File: src/rtl/sccb_cmd_writer.sv
// SCCB write engine: pulls {register, value} commands from the OV2640 LUT and
// shifts each out as a 3-byte SCCB write until the 16'hFFFF end marker.
module sccb_cmd_writer #(
  parameter int         CLK_FREQ  = 27000000,
  parameter int         SCCB_FREQ = 100000,
  parameter logic [7:0] DEV_ADDR  = 8'h60,
  parameter int         PWRUP_CYC = 27000,
  parameter int         SRST_CYC  = 27000
) (
  input  logic        clk,
  input  logic        rst_n,
  input  logic        start,
  input  logic [15:0] command,
  input  logic        finished,
  output logic        resend,
  output logic        advance,
  output logic        sioc,
  output logic        siod_oe,
  output logic        busy,
  output logic        done
);
  localparam int QDIV = CLK_FREQ / (4 * SCCB_FREQ);
  localparam int QW   = (QDIV > 1) ? $clog2(QDIV) : 1;
  localparam int CMAX = (PWRUP_CYC > SRST_CYC) ? PWRUP_CYC : SRST_CYC;
  localparam int CW   = (CMAX > 2) ? $clog2(CMAX) : 1;
  localparam logic [QW-1:0] QLAST     = QW'(QDIV - 1);
  localparam logic [CW-1:0] PWR_LAST  = CW'(PWRUP_CYC - 1);
  localparam logic [CW-1:0] SRST_LAST = CW'(SRST_CYC - 1);
  localparam logic [15:0]   SRST_CMD  = 16'h1280;

  typedef enum logic [3:0] {
    S_PWRUP, S_FETCH, S_CHECK, S_START, S_BITS, S_STOP, S_GAP, S_SRST, S_DONE
  } state_t;

  state_t          state;
  logic [QW-1:0]   qcnt;
  logic [2:0]      q;      // quarter index within phase (0..7 in GAP)
  logic [3:0]      bi;     // slot within byte, 8 = don't-care slot
  logic [1:0]      by;     // byte index: addr, reg, value
  logic [CW-1:0]   cnt;
  logic [15:0]     shreg;
  logic            fin;
  logic            qtick;

  assign qtick = (qcnt == QLAST);

  // Bus levels {sioc, siod_oe} for the quarter about to begin, so the
  // registered pins line up exactly with the state they belong to.
  function automatic logic [1:0] bus_lvl(state_t st, logic [2:0] qq, logic [3:0] sb,
                                         logic [1:0] bb, logic [15:0] cmd);
    logic [7:0] b;
    b = (bb == 2'd0) ? DEV_ADDR : (bb == 2'd1) ? cmd[15:8] : cmd[7:0];
    bus_lvl = 2'b10;
    case (st)
      S_START: bus_lvl = {qq[1:0] != 2'd3, qq[1:0] != 2'd0};
      S_BITS:  bus_lvl = {qq[1], (sb != 4'd8) && !b[3'd7 - sb[2:0]]};
      S_STOP:  bus_lvl = {qq[1:0] != 2'd0, !qq[1]};
      default: ;
    endcase
  endfunction

  always_ff @(posedge clk or negedge rst_n) begin
    if (!rst_n) begin
      state   <= S_PWRUP;
      qcnt    <= '0;
      q       <= '0;
      bi      <= '0;
      by      <= '0;
      cnt     <= '0;
      shreg   <= '0;
      fin     <= 1'b0;
      sioc    <= 1'b1;
      siod_oe <= 1'b0;
      resend  <= 1'b0;
      advance <= 1'b0;
      busy    <= 1'b1;
      done    <= 1'b0;
    end else begin
      resend  <= 1'b0;
      advance <= 1'b0;
      if (state inside {S_START, S_BITS, S_STOP, S_GAP})
        qcnt <= qtick ? '0 : qcnt + 1'b1;
      case (state)
        S_PWRUP:
          if (cnt == PWR_LAST) begin
            cnt    <= '0;
            resend <= 1'b1;
            state  <= S_FETCH;
          end else cnt <= cnt + 1'b1;
        // LUT needs two edges after resend/advance before command is valid
        S_FETCH:
          if (cnt == CW'(1)) begin
            cnt   <= '0;
            shreg <= command;
            fin   <= finished;
            state <= S_CHECK;
          end else cnt <= cnt + 1'b1;
        S_CHECK:
          if (fin) begin
            state <= S_DONE;
            busy  <= 1'b0;
            done  <= 1'b1;
          end else begin
            state <= S_START;
            qcnt  <= '0;
            q     <= '0;
            {sioc, siod_oe} <= bus_lvl(S_START, 3'd0, 4'd0, 2'd0, shreg);
          end
        S_START:
          if (qtick) begin
            if (q == 3'd3) begin
              state <= S_BITS;
              q     <= '0;
              bi    <= '0;
              by    <= '0;
              {sioc, siod_oe} <= bus_lvl(S_BITS, 3'd0, 4'd0, 2'd0, shreg);
            end else begin
              q <= q + 3'd1;
              {sioc, siod_oe} <= bus_lvl(S_START, q + 3'd1, bi, by, shreg);
            end
          end
        S_BITS:
          if (qtick) begin
            if (q != 3'd3) begin
              q <= q + 3'd1;
              {sioc, siod_oe} <= bus_lvl(S_BITS, q + 3'd1, bi, by, shreg);
            end else begin
              q <= '0;
              if (bi != 4'd8) begin
                bi <= bi + 4'd1;
                {sioc, siod_oe} <= bus_lvl(S_BITS, 3'd0, bi + 4'd1, by, shreg);
              end else begin
                bi <= '0;
                if (by != 2'd2) begin
                  by <= by + 2'd1;
                  {sioc, siod_oe} <= bus_lvl(S_BITS, 3'd0, 4'd0, by + 2'd1, shreg);
                end else begin
                  state <= S_STOP;
                  {sioc, siod_oe} <= bus_lvl(S_STOP, 3'd0, 4'd0, 2'd0, shreg);
                end
              end
            end
          end
        S_STOP:
          if (qtick) begin
            if (q == 3'd3) begin
              state <= S_GAP;
              q     <= '0;
              {sioc, siod_oe} <= 2'b10;
            end else begin
              q <= q + 3'd1;
              {sioc, siod_oe} <= bus_lvl(S_STOP, q + 3'd1, bi, by, shreg);
            end
          end
        S_GAP:
          if (qtick) begin
            if (q == 3'd7) begin
              q   <= '0;
              cnt <= '0;
              if (shreg == SRST_CMD) state <= S_SRST;
              else begin
                advance <= 1'b1;
                state   <= S_FETCH;
              end
            end else q <= q + 3'd1;
          end
        S_SRST:
          if (cnt == SRST_LAST) begin
            cnt     <= '0;
            advance <= 1'b1;
            state   <= S_FETCH;
          end else cnt <= cnt + 1'b1;
        S_DONE:
          if (start) begin
            resend <= 1'b1;
            busy   <= 1'b1;
            done   <= 1'b0;
            cnt    <= '0;
            state  <= S_FETCH;
          end
        default: state <= S_PWRUP;
      endcase
    end
  end
endmodule

File: config.mk
export PLATFORM = sky130hd
export DESIGN_NAME = sccb_cmd_writer
export DESIGN_NICKNAME = d
export VERILOG_FILES = /design/src/rtl/sccb_cmd_writer.sv
export SDC_FILE = /design/constraint.sdc
export NUM_CORES = 1
export LEC_CHECK = 0
export ABC_AREA = 1
export CORE_MARGIN = 1.5
export CORE_UTILIZATION = 30
export DETAILED_ROUTE_END_ITERATION = 10
export PLACE_DENSITY_LB_ADDON = 0.12
export SLEW_MARGIN = 10
export SYNTH_ARGS = -nofsm -noshare
export SYNTH_HDL_FRONTEND = slang
export SYNTH_SLANG_ARGS = --single-unit
File: constraint.sdc
create_clock -name clk -period 3.85 [get_ports clk]
set_input_delay 0.77 -clock clk [delete_from_list [all_inputs] [get_ports clk]]
set_output_delay 0.77 -clock clk [all_outputs]
set_load 0.005 [all_outputs]
==> results.md <==
* Required @ worst endpoint at between 4 and 5 ns
* Slew HR at a little over two fifths
* Vias in the first global route at 3318
* DRT Wirelength at between 9000 and 10000 microns
* Power per cell area at 677.2 mW/mm^2
* Maxcap violations at 0
* Critical path endpoint category: flop
* Synth Flop Type: dfrtp_1
* First-pass GRT wire length at roughly 16000 microns
* Startpoint types: flop
* RePlAce Congestion at approximately 0.86
* Most frequent cells in the layout: 115 x nand2_1, 73 x inv_1, 56 x dfrtp_1
* Final HPWL DP at a little over 7000 microns
* WHS at between 0.4 and 0.5 ns
* Die area at ~0.013 sq mm
* Final worst-path cycle share at about three fifths
* Port bufs at 25
* CP max-delay cell: nor3_4
* CP Max Fanout at 25
* Htree depth at 3
* Inserted Clock Buffers at 9
* Total track usage at approximately 16%
* DR vias at 3316
* Largest stage delay, worst path at 0.71 ns
* Layout fillers at between 1000 and 1500
* Largest net degree at the start of global routing at 36
* Routed Antenna Nets at 0
* Status: complete, no violations
* Final Hold Viols at 0
* Syn Inst Count at between 400 and 500
* Footprint of the multi-input gates at approximately 0.002 sq mm
* Worst R2R Setup Slack at about 1.5 ns
* Layout area overhead at 19.14%
* CTS tree: yes
* Die X-Extent at approximately 120 microns
* Seq cells post-synth at 58
* Setup-failing EPs final at 0
* Setup TNS at 0 ns
* GRT overflow at 0
* Buffer depth of the longest clock path at 2
* Initial Util at a little under a third
* Routed len/inst at about 14 microns
* Initial DRC Count at 157
* # clock sinks at 58
* Synth cell types at 42
* Cell mode on critical path: nand2_1
* Crit-path cells: inv_1 > ha_1 > nand2_1 > nor3_1 > a31oi_1 > nor3_4 > nand2_1 > o21ai_0 > a21oi_1
* Post-route minimum period at roughly 2.4 ns
* Vias per std cell at ~4.7
* Cell depth of the worst flop-to-flop path at 9
* Sequential share of the synthesized area at 38.01%
* CTS root buf: clkbuf_16
* DR pass1 iterations at 4
* Hold Buf Count CTS at 0
* Skew-Pair Late Insertion Delay at around 0.34 ns
* Drc violations at 0
* Crit Path Class: flop to flop
* Share of layout cells above drive strength 1 at a little under an eighth
* Mapped Area at 0.003825 sq mm
* Crit path DAT at 2.58 ns
* Fmax at about 420 MHz
* Worst Hold Class: primary input to asynchronous set/reset pin
* Syn nets at ~540
* Die Y at around 120 microns
* P_leak at approximately 2.1 nW
* Buffers and inverters on the worst path at 1
* Top Family by Delay on Critical Path: simple AND/OR/NAND/NOR gates
* Critical register-to-register path startpoint: qcnt[0]
* # Post-CTS Setup Buffers at 0
* Syn Area/Cell at roughly 7.7 sq um
* Ys async rst share at 100.0%
* Post-CTS sizing at 0
* Initial antenna violation count at 0
* RSZ-0062 raised after global routing: no
* Worst vdd ir at approximately 0.23 mV
* Synth Warn # at 0
* Commonest non-fill, non-tap cell in the layout: nand2_1
* Slew @ Worst Pin at ~0.87 ns
* Reg2reg end: cnt[4]
* Reg area at about 0.0015 sq mm
* Reg clk slew, reported paths at roughly 0.06 ns
* Core footprint at 0.01252 sq mm
* IO Count at 26
* FP Rows at 41
* Net count, final at roughly 570
* Pins Over Slew Limit at 0
* Ant diodes at 0
* Layout Skew at between 0.01 and 0.015 ns
* Post-synth EDFFs at 0
[kinds of logic (layout without fill, tap and decap cells)]
kind of cell	Yosys count	in the layout	share of synthesized area, %
mux	17	17	5.005
fa+ha+maj	16	16	5.234
compound gates	62	62	9.355
simple gates	255	255	32.25
flops	58	58	38.01
buf+inv	85	121	8.766
xor+xnor	6	6	1.374
[layer usage]
layer	GRT usage, %	routed length, microns
met2	24.90	4319
met3	3.556	330
met4	5.691	149
met1	20.88	4756
met5	0	0
[how the worst max path moves through the flow]
stage	start	to	slack [ns]	depth (start not counted)
floorplan	by[0]	siod_oe	2.10	13
global placement	start	cnt[4]	1.27	6
detailed placement	start	cnt[4]	1.22	6
global route	qcnt[0]	cnt[4]	1.05	9
finish	qcnt[0]	cnt[4]	1.49	9
CTS	qcnt[0]	cnt[4]	1.45	9
[cell usage after synthesis (4+ instances only)]
| master | count | share of area (%) |
|---|---|---|
| a21oi_1 | 17 | 2.2 |
| dfrtp_1 | 56 | 37 |
| ha_1 | 16 | 5.2 |
| inv_1 | 73 | 7.2 |
| inv_2 | 5 | 0.49 |
| mux2_2 | 15 | 4.4 |
| nand2_1 | 115 | 11 |
| nand2_2 | 5 | 0.82 |
| nand3_1 | 43 | 5.6 |
| nand4_1 | 18 | 2.9 |
| nor2_1 | 28 | 2.7 |
| nor2_2 | 6 | 0.98 |
| nor3_1 | 15 | 2.0 |
| nor4_1 | 8 | 1.3 |
| o2111ai_1 | 4 | 0.92 |
| o21ai_0 | 28 | 3.7 |
| xor2_1 | 4 | 0.92 |
[metrics by stage]
step                utilization (%)  power, mW  setup slack [ns]  cell area, sq um  cells
floorplan                         -      1.956             2.103              3825    499
global placement              33.99      2.282             1.273              4254    691
detailed placement            33.99      2.289             1.216              4254    691
CTS                           36.41      3.121             1.455              4557    707
global route                  36.41      3.356             1.053              4557    707
finish                        36.41      3.086             1.486              4557    707
[state kept, by name, indices dropped and copies added, names as in the netlist]
register and count:
by 2, shreg 16, cnt 15, siod_oe 1, bi 4, q 3
done 1, advance 1, qcnt 7, state 4, busy 1, resend 1
fin 1, sioc 1
[report_power, final]
group	switching [mW]	leakage, nW	internal [mW]
Clock	0.284	0.152	0.522
Sequential	0.216	0.744	0.830
Combinational	0.783	1.20	0.451
Total	1.28	2.10	1.80
[final cells by class]
type / instances / share of cell area [%]
Tap cell: 172 / 4.723
Timing Repair Buffer: 26 / 5.546
Multi-Input combinational cell: 356 / 44.67
Clock buffer: 15 / 6.535
Sequential cell: 58 / 31.91
Clock inverter: 1 / 0.1098
Inverter: 79 / 6.507
No activity file was read; power rests on OpenSTA's default activity.
